--- src/rtl/wb_pkg.sv ---
// rtl/wb_pkg.sv - shared widths and queue entry type for the register write-back path
package wb_pkg;

  localparam int DATA_W = 8;
  localparam int ADDR_W = 3;

  typedef struct packed {
    logic [ADDR_W-1:0] dest;
    logic [DATA_W-1:0] data;
  } wb_entry_t;

endpackage

--- src/rtl/wb_fifo.sv ---
// rtl/wb_fifo.sv - dual-push, single-pop circular buffer with a per-entry dest view
module wb_fifo
  import wb_pkg::*;
#(
  parameter int DEPTH = 4,
  localparam int PTR_W = $clog2(DEPTH),
  localparam int CNT_W = PTR_W + 1
) (
  input  logic                          clk_i,
  input  logic                          rst_ni,
  input  logic                          push0_i,
  input  wb_entry_t                     push0_entry_i,
  input  logic                          push1_i,
  input  wb_entry_t                     push1_entry_i,
  input  logic                          pop_i,
  output wb_entry_t                     head_o,
  output logic [CNT_W-1:0]              count_o,
  output logic [DEPTH-1:0]              entry_valid_o,
  output logic [DEPTH-1:0][ADDR_W-1:0]  entry_dest_o
);

  wb_entry_t          mem_q [DEPTH];
  wb_entry_t          mem_d [DEPTH];
  logic [PTR_W-1:0]   rd_q, rd_d;
  logic [PTR_W-1:0]   wr_q, wr_d;
  logic [PTR_W-1:0]   wr1;
  logic [CNT_W-1:0]   count_q, count_d;

  // push1 lands directly behind push0, or in push0's slot when push0 is idle
  always_comb begin
    mem_d = mem_q;
    wr1   = wr_q + PTR_W'(push0_i);
    if (push0_i) mem_d[wr_q] = push0_entry_i;
    if (push1_i) mem_d[wr1]  = push1_entry_i;
    wr_d    = wr1 + PTR_W'(push1_i);
    rd_d    = rd_q + PTR_W'(pop_i);
    count_d = count_q + CNT_W'(push0_i) + CNT_W'(push1_i) - CNT_W'(pop_i);
  end

  always_ff @(posedge clk_i or negedge rst_ni) begin
    if (!rst_ni) begin
      mem_q   <= '{default: '0};
      rd_q    <= '0;
      wr_q    <= '0;
      count_q <= '0;
    end else begin
      mem_q   <= mem_d;
      rd_q    <= rd_d;
      wr_q    <= wr_d;
      count_q <= count_d;
    end
  end

  assign head_o  = mem_q[rd_q];
  assign count_o = count_q;

  for (genvar i = 0; i < DEPTH; i++) begin : g_view
    logic [PTR_W-1:0] offs;
    assign offs             = PTR_W'(i) - rd_q;
    assign entry_valid_o[i] = {1'b0, offs} < count_q;
    assign entry_dest_o[i]  = mem_q[i].dest;
  end

endmodule

--- src/rtl/reg_writeback_queue.sv ---
// rtl/reg_writeback_queue.sv - merges load and ALU results into ordered register-file writes
module reg_writeback_queue #(
  parameter int DATA_W = wb_pkg::DATA_W,
  parameter int ADDR_W = wb_pkg::ADDR_W,
  parameter int DEPTH  = 4,
  localparam int CNT_W = $clog2(DEPTH) + 1
) (
  input  logic                    clock,
  input  logic                    reset_n,
  input  logic                    mem_valid,
  output logic                    mem_ready,
  input  logic [ADDR_W-1:0]       mem_dest,
  input  logic [DATA_W-1:0]       mem_data,
  input  logic                    alu_valid,
  output logic                    alu_ready,
  input  logic [ADDR_W-1:0]       alu_dest,
  input  logic [DATA_W-1:0]       alu_data,
  output logic                    RegWrite,
  output logic [ADDR_W-1:0]       EscReg,
  output logic [DATA_W-1:0]       WriteData,
  output logic [(2**ADDR_W)-1:0]  pending,
  output logic [CNT_W-1:0]        count
);

  wb_pkg::wb_entry_t            mem_entry, alu_entry, head;
  logic [DEPTH-1:0]             entry_valid;
  logic [DEPTH-1:0][ADDR_W-1:0] entry_dest;
  logic                         push_mem, push_alu, pop;
  logic                         regwrite_q, regwrite_d;
  logic [ADDR_W-1:0]            escreg_q, escreg_d;
  logic [DATA_W-1:0]            wdata_q, wdata_d;

  // ALU needs two free slots so a same-cycle load can never starve it of space
  assign mem_ready = reset_n && (count < CNT_W'(DEPTH));
  assign alu_ready = reset_n && (count < CNT_W'(DEPTH - 1));

  assign push_mem  = mem_valid && mem_ready && (mem_dest != '0);
  assign push_alu  = alu_valid && alu_ready && (alu_dest != '0);
  assign pop       = (count != '0);
  assign mem_entry = '{dest: mem_dest, data: mem_data};
  assign alu_entry = '{dest: alu_dest, data: alu_data};

  wb_fifo #(.DEPTH(DEPTH)) u_fifo (
    .clk_i         (clock),
    .rst_ni        (reset_n),
    .push0_i       (push_mem),
    .push0_entry_i (mem_entry),
    .push1_i       (push_alu),
    .push1_entry_i (alu_entry),
    .pop_i         (pop),
    .head_o        (head),
    .count_o       (count),
    .entry_valid_o (entry_valid),
    .entry_dest_o  (entry_dest)
  );

  always_comb begin
    regwrite_d = pop;
    escreg_d   = escreg_q;
    wdata_d    = wdata_q;
    if (pop) begin
      escreg_d = head.dest;
      wdata_d  = head.data;
    end
  end

  always_ff @(posedge clock or negedge reset_n) begin
    if (!reset_n) begin
      regwrite_q <= 1'b0;
      escreg_q   <= '0;
      wdata_q    <= '0;
    end else begin
      regwrite_q <= regwrite_d;
      escreg_q   <= escreg_d;
      wdata_q    <= wdata_d;
    end
  end

  assign RegWrite  = regwrite_q;
  assign EscReg    = escreg_q;
  assign WriteData = wdata_q;

  always_comb begin
    pending = '0;
    for (int i = 0; i < DEPTH; i++) begin
      if (entry_valid[i]) pending[entry_dest[i]] = 1'b1;
    end
    if (regwrite_q) pending[escreg_q] = 1'b1;
  end

endmodule
--- config.mk ---
export PLATFORM = sky130hd
export DESIGN_NAME = reg_writeback_queue
export DESIGN_NICKNAME = d
export VERILOG_FILES = /design/src/rtl/wb_pkg.sv /design/src/rtl/wb_fifo.sv /design/src/rtl/reg_writeback_queue.sv
export SDC_FILE = /design/constraint.sdc
export NUM_CORES = 1
export LEC_CHECK = 0
export CAP_MARGIN = 20
export CORE_ASPECT_RATIO = 1.4
export CORE_MARGIN = 1
export CORE_UTILIZATION = 60
export CTS_CLUSTER_DIAMETER = 200
export DETAILED_ROUTE_END_ITERATION = 8
export PLACE_DENSITY = 0.86
export SKIP_LAST_GASP = 1
export SYNTH_ARGS = -nofsm -noshare
export SYNTH_HDL_FRONTEND = slang
export SYNTH_SLANG_ARGS = --single-unit
--- constraint.sdc ---
create_clock -name clock -period 8.6 [get_ports clock]
set_clock_uncertainty 0.15 [all_clocks]
set_input_delay 1.72 -clock clock [delete_from_list [all_inputs] [get_ports clock]]
set_output_delay 1.72 -clock clock [all_outputs]
set_load 0.1 [all_outputs]
==> results.ini <==
[finish]
antenna_cells = 0
area_growth_pct = 18.7
multiInputGateArea_um2 = 2220
design_area_um2 = 4600
ff_latch_area_um2 = 1580
layout.nets = 395
n_fill_cell = 418
final_layout_size_suffix_gt1_share_pct = 38.1

[hold_path]
hold_path.class = reg -> reg
min_to = WriteData[1]
min_path_cells = 1
min-delay-start = WriteData[1]

[die]
die_y_um = 97.1
die-area_um2 = 6790
io_pins = 51
core.rowCount = 34
core_area_um2 = 6210
die_x_um = 69.9
start_util_pct = 62.4

[routing]
num_vias = 2623
drt_iter0_markers = 86
finalWirelength_mm = 8.55
drt-pass1-iter-count = 4
drc = 0
viasPerCell = 6.07
routedWlPerCell_um = 19.8
ant_nets = 0

[yosys]
synth_ff_type = dfrtp_1
yosys.cell_count.top_type = mux2_2
yosysWarnings = 0
ys_seq_area_share_pct = 40.7
synth_area_um2 = 3880
synth_nets = 343
synth_area_leaders = dfrtp_1 (41%), mux2_2 (24%), mux4_2 (6.4%)
syn-mean-instance-area_um2 = 12.7
synthCells = 306
synth.top_cell.area_share_pct = 40.7
synth-seq-cells = 63
synthArstFlopShare_pct = 100
synth_edf_count = 0
yosys-top-cells-count = mux2_2 (84), dfrtp_1 (63), nand3_1 (12)
synthDistinctLibCells = 40
yosysTopAreaCell = dfrtp_1

[sta]
finalMaxSlewViolations = 0
hold_viol_final = 0
max_slew_margin_pct = 24.4
max_freq_mhz = 173
worst_slew_pin_slew_ps = 1130
finalSetupViolations = 0
layout_worst_path_cycle_share_pct = 67.2
fin_crit_ps = 5780
fin_tns_setup_ps = 0
rsz0062_at_grt = false
whs_ps = 356

[critical_path]
r2r_cells = 7
criticalPathCategory = reg -> out
cp.arrival_ps = 3910
cp-start-kind = flop
cp-end-kind = primary output
worstPathMaxFanout = 16
rrSetupSlack_ps = 5190
r2r-start = u_fifo.count_o[2]
r2r-end = u_fifo.count_o[2]
required_ps = 6730

[clock_tree]
cts.sinks = 63
cts-root-buf = clkbuf_8
cts_max_path_buffers = 2
cts_inserted_buffers = 9
cts_tree = yes
holdBufCountCts = 0
cts_setup_buffers = 0
cts.clk_slew.worst_paths_ps = 60
insertion_delay_ps = 330
cts_resized = 0
htree_num_levels = 3

[global_routing]
track_usage_pct = 28.0
grt_overflow = 0
grt_start_max_net_pins = 65
grt_first_pass_wirelength_mm = 14.3
antenna_found_initial = 0
grt_pass1_vias = 2889

[place]
finalWeightedCongestion = 0.979
io_buffers = 50
hpwl_mm = 6.10
placed_cell_area_um2 = 4450

[outcome]
status = finished, final reports clean

[flow_run]
drv_cap = 0

## final cells by class
type                            count  area share [%]
Clock buffer                       11            3.07
Clock inverter                      2           0.218
Inverter                           12           0.979
Multi-Input combinational cell    219            48.3
Sequential cell                    63            34.3
Tap cell                           72            1.96
Timing Repair Buffer               53            11.3
## cells by family after synthesis
| group | Yosys count | share of synthesized area [%] |
|---|---|---|
| flip-flops | 63 | 40.7 |
| AO/OA/AOI/OAI | 23 | 4.07 |
| buffers and inverters | 24 | 3.00 |
| adder cells (fa/ha/maj) | 11 | 3.94 |
| multiplexers | 110 | 36.1 |
| AND/OR/NAND/NOR | 70 | 11.1 |
| XOR/XNOR | 5 | 1.13 |
## layout by cell type, fill, tap and decap left out, types with 3 or more instances in the layout
cell type,n
nand3b_1,4
buf_4,3
clkdlybuf4s50_1,49
nand2_1,9
clkbuf_8,10
ha_1,9
mux4_2,11
mux2_1,5
nor3_1,3
a211oi_1,6
a31oi_1,6
nand3_1,12
inv_1,11
and2b_2,6
mux2_2,84
a21oi_1,3
nor2_1,11
dfrtp_1,63
a22oi_1,5
mux2_4,10
nand2b_1,4
xor2_1,3
nor2b_1,7
## worst max-delay path: stages, from the launching register on
cell	delay, ps
dfrtp_1	930
xor2_1	240
inv_1	70
ha_1	260
and2b_2	200
a211oi_1	470
a32oi_1	170
nand3_1	110
clkdlybuf4s50_1	1130
## sequential cells by signal, summed over array words and instances, names as in the netlist
signal / count
u_fifo.entry_dest_o: 12
u_fifo.count_o: 3
RegWrite: 1
u_fifo.rd_q: 2
EscReg: 3
u_fifo.wr_q: 2
u_fifo.mem_q: 32
WriteData: 8
## worst max path at each step
stage,cells past startpoint,from,to
6_report,8,u_fifo.rd_q[0],pending[3]
5_1_grt,8,u_fifo.rd_q[0],pending[6]
4_1_cts,8,u_fifo.rd_q[0],pending[3]
3_5_place_dp,8,u_fifo.rd_q[0],pending[3]
3_3_place_gp,8,u_fifo.rd_q[0],pending[6]
2_1_floorplan,6,u_fifo.count_o[1],pending[7]
## through the flow
stage | setup WS (ps) | instances | utilization (%)
detailed placement | 3140 | 419 | 71.7
global placement | 3180 | 419 | 71.7
floorplan | 3690 | 306 | -
CTS | 2780 | 432 | 74.1
finish | 2820 | 432 | 74.1
global route | 2520 | 432 | 74.1
## routing by layer
metal / routed length [um] / GRT usage, %
met4: 291 / 17.4
met3: 225 / 4.05
met1: 3410 / 30.9
met5: 0 / 0
met2: 4620 / 49.7
Power is not shown: default switching activity piles up to over one toggle a cycle in this logic, so the estimate is an artifact.
